<file path="config.mk">
export PLATFORM = sky130hd
export DESIGN_NAME = pwm_multi_gen
export DESIGN_NICKNAME = d
export VERILOG_FILES = /design/src/rtl/pwm_multi_gen.sv
export SDC_FILE = /design/constraint.sdc
export NUM_CORES = 1
export LEC_CHECK = 0
export CAP_MARGIN = 10
export CORE_ASPECT_RATIO = 2
export CORE_MARGIN = 2
export CORE_UTILIZATION = 56
export CTS_CLUSTER_DIAMETER = 30
export DETAILED_ROUTE_END_ITERATION = 10
export GPL_TIMING_DRIVEN = 0
export PLACE_DENSITY = 0.9
export SYNTH_ARGS = -nofsm -noshare
export SYNTH_HDL_FRONTEND = slang
export SYNTH_SLANG_ARGS = --single-unit
</file>
<file path="constraint.sdc">
create_clock -name clk -period 1.95 [get_ports clk]
set_input_delay 0.39 -clock clk [delete_from_list [all_inputs] [get_ports clk]]
set_output_delay 0.39 -clock clk [all_outputs]
set_load 0.01 [all_outputs]
</file>
<file path="src/rtl/pwm_multi_gen.sv">
// Multi-channel PWM with duty sets double-buffered to period boundaries and optional phase stagger.
// Outputs are registered one clk after the counter value they reflect and advance only on tick.
module pwm_multi_gen #(
  parameter int CHANNELS = 4,
  parameter int WIDTH    = 8
) (
  input  logic                      clk,
  input  logic                      reset,
  input  logic                      tick,
  input  logic [CHANNELS*WIDTH-1:0] duty_in,
  input  logic                      load,
  input  logic                      stagger_in,
  output logic                      load_ack,
  output logic                      period_end,
  output logic [CHANNELS-1:0]       pwm_out
);
  localparam int               OFS     = (1 << WIDTH) / CHANNELS;
  localparam logic [WIDTH-1:0] CNT_MAX = '1;

  logic [WIDTH-1:0]                 cnt;
  logic [CHANNELS-1:0][WIDTH-1:0]   act_duty;
  logic [CHANNELS-1:0][WIDTH-1:0]   pend_duty;
  logic                             pend_valid;
  logic                             act_stagger;
  logic                             pend_stagger;
  logic [CHANNELS-1:0]              pwm_nxt;
  logic                             wrap;

  assign wrap = tick && (cnt == CNT_MAX);

  // Each channel sees the shared counter shifted by its own slice of the period.
  for (genvar g = 0; g < CHANNELS; g++) begin : g_ch
    localparam logic [WIDTH-1:0] PH_OFS = WIDTH'(g * OFS);
    logic [WIDTH-1:0] ph;
    assign ph         = act_stagger ? cnt + PH_OFS : cnt;
    assign pwm_nxt[g] = ph < act_duty[g];
  end

  always_ff @(posedge clk) begin
    if (!reset) begin
      cnt          <= '0;
      act_duty     <= '0;
      pend_duty    <= '0;
      pend_valid   <= 1'b0;
      act_stagger  <= 1'b0;
      pend_stagger <= 1'b0;
      pwm_out      <= '0;
      load_ack     <= 1'b0;
      period_end   <= 1'b0;
    end else begin
      load_ack   <= load;
      period_end <= wrap;
      if (tick) begin
        cnt     <= cnt + 1'b1;
        pwm_out <= pwm_nxt;
      end
      // Boundary promotion reads pending as it stood before a same-cycle load overwrites it.
      if (wrap && pend_valid) begin
        act_duty    <= pend_duty;
        act_stagger <= pend_stagger;
      end
      if (load) begin
        pend_duty    <= duty_in;
        pend_stagger <= stagger_in;
        pend_valid   <= 1'b1;
      end else if (wrap) begin
        pend_valid <= 1'b0;
      end
    end
  end
endmodule

</file>
# Yosys cells after proc, flatten, opt, wreduce, memory -nomap -nowiden
# Index checks and enable logic that the tools add are counted.
[classes]
addsub = 4
magnitude_cmp = 4
eq_ne = 1
mux = 5
reduce_logical = 3
[ops]
columns = ["operator", "n"]
rows = [
  ["$lt A8 B8 Y1", 4],
  ["$mux W8", 3],
  ["$add A8 B8 Y8 const B", 2],
  ["$add A8 B1 Y8 const B", 1],
  ["$add A8 B7 Y8 const B", 1],
  ["$eq A8 B8 Y1 const B", 1],
  ["$logic_and A1 B1 Y1", 2],
  ["$mux W1", 2],
  ["$reduce_bool A2 Y1", 1],
]
[word_totals]
reg_bits = 81
inputBits = 37
elab_cells = 32

# Depth between registers and ports, before layout
# Gate-level depths: netlist of run 1.
[depth]
word_depth = 4
depth_mapped = 7
ltp_nobuf = 6

# Least setup slack after synthesis of run 1
# OpenSTA, ideal clock, no wires.
[synth_path]
kind = "register to register"
from = "reg cnt[6]"
to = "reg pwm_out[1]"
setup_time_ns = 0.079
arrival_time_ns = 1.607
path_slack_ns = 0.264
path_stages_with_launch = 6
cell_sequence = "dfxtp_1 ha_1 mux2_2 ha_1 a211o_1 a22oi_1"
[synth_via]
elab_chain_cells = 3
[synth_rtl]
columns = ["item", "line", "rtl"]
rows = [
  ["start: declaration", "20", "logic [WIDTH-1:0] cnt;"],
  ["start signal: assignment", "54", "cnt <= cnt + 1'b1;"],
  ["$add A8 B7 Y8", "35", "assign ph = act_stagger ? cnt + PH_OFS : cnt;"],
  ["$mux W8 *", "35", ""],
  ["$lt A8 B8 Y1 *", "36", "assign pwm_nxt[g] = ph < act_duty[g];"],
  ["end signal: assignment", "55", "pwm_out <= pwm_nxt;"],
  ["end: declaration", "15", "output logic [CHANNELS-1:0] pwm_out"],
]
# Every way passes the cells marked *; elsewhere a longest branch is shown, timed or not.
# A chain may end at the register's enable or synchronous reset.

# Worst setup path in the final report of run 1
[layout_path]
from = "reg cnt[7]"
to = "reg pwm_out[1]"
# The elaborated chain is that of the path after synthesis.

==> flow_summary.ini, run 1 <==
[global_route]
grt-ovfl-total = 0
grt_pass1_wl_um = 16600
grt_max_degree = 13
grt_usage_pct = 28.2
grt_antenna_before_repair = 0
grt_pass1_vias = 3600

[place]
place_inst = 552
place_congestion = 0.929
portBuffers = 40
place_hpwl_um = 7360

[setup_path]
setup.worst_path.end_class = register
path_cells = ha_1 -> mux2_2 -> ha_1 -> a211o_1 -> a22oi_1
cp_top_family = adder cells
max_stage_delay_ps = 480
critPathSlowestCell = dfxtp_1
startpoint_type = register
cp_common_cell = ha_1
worst_ep_arrival_time_ps = 2170
crit_fanout = 7
required_ps = 2210
path_class = register to register
cp_num_buf_inv = 0

[finish]
antennaDiodeCount = 0
drive_above_1_share_pct = 8.40
area_growth_pct = 22.0
finalNetCount = 540
fin_util_pct = 70.8
fillers = 517
final_cells = 564

[outcome]
outcome = complete, no violations

[sta]
min_period_over_period_pct = 98.1
maxClockFrequency_mhz = 523
max_slew.worst_pin.slew_ps = 526
fin_skew_ps = 8.35
min_period_ps = 1910
hold_violations = 0
rsz0062_at_grt = false
slew-limit-headroom_pct = 65.0
drv_slew = 0
setup_viol = 0

[floorplanning]
num_rows = 42
initial_core_util_pct = 58.0
pin_count = 43
fp.dieW_um = 62.8
die_height_um = 122
core_area_um2 = 6670
dieArea_um2 = 7630

[drt]
wire_per_inst_um = 17.7
drt-total-wl_um = 9960
drt_pass1_iterations = 5
drt-initial-drc-count = 228
via_per_inst = 6.09
ant_nets = 0
vias = 3436
drc = 0

[pwr]
p_per_area_nw_per_um2 = 836
leakagePower_nw = 1.84
ir_drop_v = 0.000811

[logic_synthesis]
synth-main-ff-cell = dfxtp_1
syn_area_um2 = 3870
synth_warnings = 0
syn_inst = 424
syn_area_per_cell_um2 = 9.13
synth_seq_cells = 81
synth_edf_count = 0
ys_seq_area_share_pct = 41.9
ys_async_sr_fraction_pct = 0
synth.net_count = 491
ys_types = 35

[cts]
cts_root_buf = clkbuf_16
clock_path_buffers = 2
clkLatencyLatePin_ps = 340
cts_tree = built
numClockSinks = 81
cts_buffers = 9
ctsHoldBuffers = 0
clk_pin_slew_ps = 60
cts_setup_buffers = 0
h-tree-depth = 3

[worst_hold_path]
hp-class = input port to register

[job]
max_cap_viol_count = 0
## report_power, final
group / internal, W / switching, W / leakage, nW
Combinational: 0.000148 / 0.000152 / 1.02
Clock: 0.00127 / 0.000635 / 0.162
Sequential: 0.00171 / 0.0000354 / 0.661
Total: 0.00313 / 0.000822 / 1.84
## Yosys cell counts (2+ instances only)
library cell / instances / area, µm²
inv_1: 29 / 109
o211ai_1: 4 / 30.0
nor2_1: 39 / 146
a21oi_1: 42 / 210
o31ai_1: 34 / 255
a21o_1: 4 / 30.0
a22oi_1: 4 / 30.0
nand2_1: 9 / 33.8
buf_2: 15 / 75.1
xor2_1: 5 / 43.8
a211oi_1: 4 / 30.0
clkbuf_1: 19 / 71.3
buf_1: 3 / 11.3
o2111ai_1: 4 / 35.0
dfxtp_1: 81 / 1620
o21ai_0: 6 / 30.0
or3_1: 2 / 12.5
nand4_1: 35 / 219
nor3b_1: 4 / 30.0
ha_1: 30 / 375
a211o_1: 4 / 35.0
mux2i_1: 34 / 340
## layout make-up
cell class	instances	area (µm²)	share of cell area [%]
plain buffers	36	165	3.50
clock buffers	11	243	5.14
repair buffers	40	400	8.47
clock inverters	3	90.1	1.91
well taps	88	110	2.33
flip-flops and latches	81	1620	34.4
multi-input cells	275	1980	41.9
inverters	30	113	2.38
## kinds of logic after synthesis
kind of cell	share of synthesized area, %
AOI/OAI and AO/OA	17.9
and+or+nand+nor	12.9
DFF	41.9
buffers and inverters	7.18
muxes	9.08
adders and majority gates	9.70
xor gates and xnor gates	1.36
## metal layers
metal / global-route usage [%] / wire length (µm) / share of wire, % / vias to the layer above
li1: - / - / - / 1639
met1: 26.1 / 3410 / 34 / 1641
met4: 22.2 / 676 / 6.8 / 0
met2: 51.9 / 5440 / 55 / 110
met5: 0 / 0 / 0 / -
met3: 6.28 / 440 / 4.4 / 46
## path summary, 6_finish.rpt
| check | startpoint | end | slack (ps) | cells after the start |
|---|---|---|---|---|
| worst max-delay path | cnt[7] | pwm_out[1] | 40 | 5 |
| worst min-delay path | tick | cnt[0] | 400 | 3 |
| worst max register to register | cnt[7] | pwm_out[1] | 40 | 5 |
| worst min register to register | act_duty[25] | act_duty[25] | 470 | 2 |
## cells in the final DEF, fill, tap and decap left out, drive strengths merged, types with 5 or more instances in the layout
cell type,netlist,final
clkdlybuf4s50,0,40
nor2,39,39
nand4,36,36
xor2,5,5
a21oi,42,42
o31ai,34,34
buf,19,16
mux2i,34,34
nand2,9,9
ha,30,30
o21ai,6,6
inv,29,29
clkbuf,19,31
dfxtp,81,81
## metrics by stage
step / hold WS (ps) / setup TNS (ps) / setup WS, ps / power (W) / area [µm²]
finish: 398 / 0 / 36.7 / 0.00395 / 4720
global route: 431 / 0 / 0.0973 / 0.00406 / 4720
detailed placement: 458 / -7130 / -258 / 0.00207 / 4380
global placement: 456 / -5300 / -218 / 0.00206 / 4380
floorplan: 439 / 0 / 264 / 0.00193 / 3870
CTS: 393 / 0 / 43.1 / 0.00396 / 4710
## worst register-to-register path: cells and delay by family, from the launching register on
kind,cells,cell delay (ps)
flip-flops,1,480
AO/OA/AOI/OAI,2,490
adder cells (fa/ha/maj),2,600
multiplexers,1,270
## flip-flops by register name, summed over array words and instances (netlist names)
name,cells
period_end,1
pwm_out,4
pend_duty,32
pend_stagger,1
act_duty,32
pend_valid,1
act_stagger,1
load_ack,1
cnt,8
## repair_timing
item	4_1_cts	5_1_grt
resized for setup	1	11
setup endpoints to repair	32	38
hold endpoints to repair	0	0
Power figures use the tool's default switching activity.
==> inputs of run 2 (changes only) <==
--- a/config.mk
+++ b/config.mk
@@ -6,13 +6,15 @@
 export NUM_CORES = 1
 export LEC_CHECK = 0
 export CAP_MARGIN = 10
+export CELL_PAD_IN_SITES_DETAIL_PLACEMENT = 1
+export CELL_PAD_IN_SITES_GLOBAL_PLACEMENT = 2
 export CORE_ASPECT_RATIO = 2
 export CORE_MARGIN = 2
-export CORE_UTILIZATION = 56
+export CORE_UTILIZATION = 35
 export CTS_CLUSTER_DIAMETER = 30
 export DETAILED_ROUTE_END_ITERATION = 10
 export GPL_TIMING_DRIVEN = 0
-export PLACE_DENSITY = 0.9
+export PLACE_DENSITY = 0.91
 export SYNTH_ARGS = -nofsm -noshare
 export SYNTH_HDL_FRONTEND = slang
 export SYNTH_SLANG_ARGS = --single-unit
==> run 2 against run 1 <==
Net effect:
- largest power group unchanged
- clock power shrank 8%
- count of clock-buffer cells in the layout fell by 1
- cell count grew 9.0%
- design area rose by 0.66%
- utilization fell by 27 points
- maximum frequency up 4.2%
==> flow_summary.ini, run 2 (synthesized netlist as in run 1, its figures left out) <==
[outcome]
outcome = complete, no violations

[sta]
slew-limit-headroom_pct = 61.8
rsz0062_at_grt = true
drv_slew = 0
min_period_ps = 1840
maxClockFrequency_mhz = 544
fin_skew_ps = 3.86
setup_viol = 0
max_slew.worst_pin.slew_ps = 573
hold_violations = 0
min_period_over_period_pct = 94.2
timing.hold.ws_ps = 404
setup_tns_ps = 0

[cts]
cts_tree = built
cts_root_buf = clkbuf_16
numClockSinks = 81
clk_pin_slew_ps = 60
cts_buffers = 9
clock_path_buffers = 2
h-tree-depth = 3
ctsHoldBuffers = 0
clkLatencyLatePin_ps = 340

[place]
place_hpwl_um = 8200
place_congestion = 0.881
portBuffers = 40

[floorplanning]
dieArea_um2 = 12000
initial_core_util_pct = 35.6
num_rows = 54
pin_count = 43
core_area_um2 = 10900
fp.dieW_um = 78.4
die_height_um = 153

[worst_hold_path]
hp-class = input port to register

[setup_path]
max_stage_delay_ps = 470
crit_fanout = 10
required_ps = 2150
setup.worst_path.end_class = register
path_class = register to register
path_cells = ha_1 -> nand3_2 -> clkbuf_1 -> o31ai_1 -> a21oi_1
critPathSlowestCell = dfxtp_2
worst_ep_arrival_time_ps = 2040
startpoint_type = register

[pwr]
internal_power_w = 0.00296
clkPwrFrac_pct = 46.2
p_seq_share_pct = 45.8
p_per_area_nw_per_um2 = 800
ir_drop_v = 0.000543
leakagePower_nw = 1.82
switchingPower_w = 0.000848
comb_power_share_pct = 8.0
swShare_pct = 22.3

[finish]
final_common_cell = dfxtp_1
drive_above_1_share_pct = 8.42
area_growth_pct = 22.9
final_cell_mix = dfxtp_1 (76), a21oi_1 (42), clkdlybuf4s50_1 (40)
antennaDiodeCount = 0
top_regs = act_duty: 32 flops, pend_duty: 32 flops, cnt: 8 flops
fillers = 1266
finalNetCount = 539

[global_route]
grt_pass1_vias = 3698
grt_max_degree = 13
grt_antenna_before_repair = 0
grt-ovfl-total = 0
grt_usage_pct = 19.4
grt_pass1_wl_um = 18100

[drt]
via_per_inst = 5.41
highest-signal-layer = met4
met1_length_um = 4120
drt-total-wl_um = 10900
ant_nets = 0
vias = 3330
wl_met2_um = 6140
wl_met3_um = 270
drt-initial-drc-count = 171
drc = 0
drt_pass1_iterations = 6
wire_per_inst_um = 17.7

[job]
max_cap_viol_count = 0
==> run 2: worst paths after layout <==
kind	from	endpoint	slack, ps	cells after the start
max reg2reg	cnt[1]	act_duty[3]	110	5
max	cnt[1]	act_duty[3]	110	5
min	tick	cnt[0]	400	3
min reg2reg	act_duty[18]	act_duty[18]	470	2
==> run 2: critical path, delay by kind of cell, from the launching register on <==
family / cells / cell delay [ps]
simple gates: 1 / 220
flops: 1 / 470
buf+inv: 1 / 300
fa+ha+maj: 1 / 320
compound gates: 2 / 390
==> run 2: stage by stage <==
stage / cell area [µm²] / total power (W) / setup slack, ps / utilization, % / std cells
finish: 4760 / 0.00380 / 113 / 43.7 / 615
global route: 4760 / 0.00393 / -13.2 / 43.7 / 615
floorplan: 3870 / 0.00193 / 264 / - / 424
CTS: 4750 / 0.00382 / 12.9 / 43.7 / 616
global placement: 4450 / 0.00207 / -438 / 40.9 / 604
detailed placement: 4450 / 0.00209 / -410 / 40.9 / 604
==> run 2: per-layer routing <==
metal / vias up / track usage (%)
met5: - / 0
met4: 0 / 8.77
met3: 23 / 3.32
met2: 56 / 37.2
met1: 1621 / 19.7
li1: 1630 / -
==> run 2: power groups by stage <==
stage,combinational [W],clock [W],sequential [W]
2_1_floorplan,0.000168,0,0.00177
3_3_place_gp,0.000292,0,0.00178
3_5_place_dp,0.000307,0,0.00178
4_1_cts,0.000307,0.00177,0.00174
5_1_grt,0.000333,0.00185,0.00175
6_report,0.000303,0.00176,0.00174
==> run 2: repair_timing <==
item | in CTS | in global routing
resized for setup | 3 | 8
cloned | 0 | 0
buffers inserted | 0 | 0
setup endpoints to repair | 51 | 32
==> run 2: area by class of cell <==
type,instances,area [µm²],area share [%]
plain buffers,35,155,3.26
clock inverters,4,70.1,1.47
well taps,140,175,3.68
flip-flops and latches,81,1630,34.2
repair buffers,40,400,8.42
multi-input cells,275,1990,41.8
clock buffers,10,229,4.81
inverters,30,113,2.37
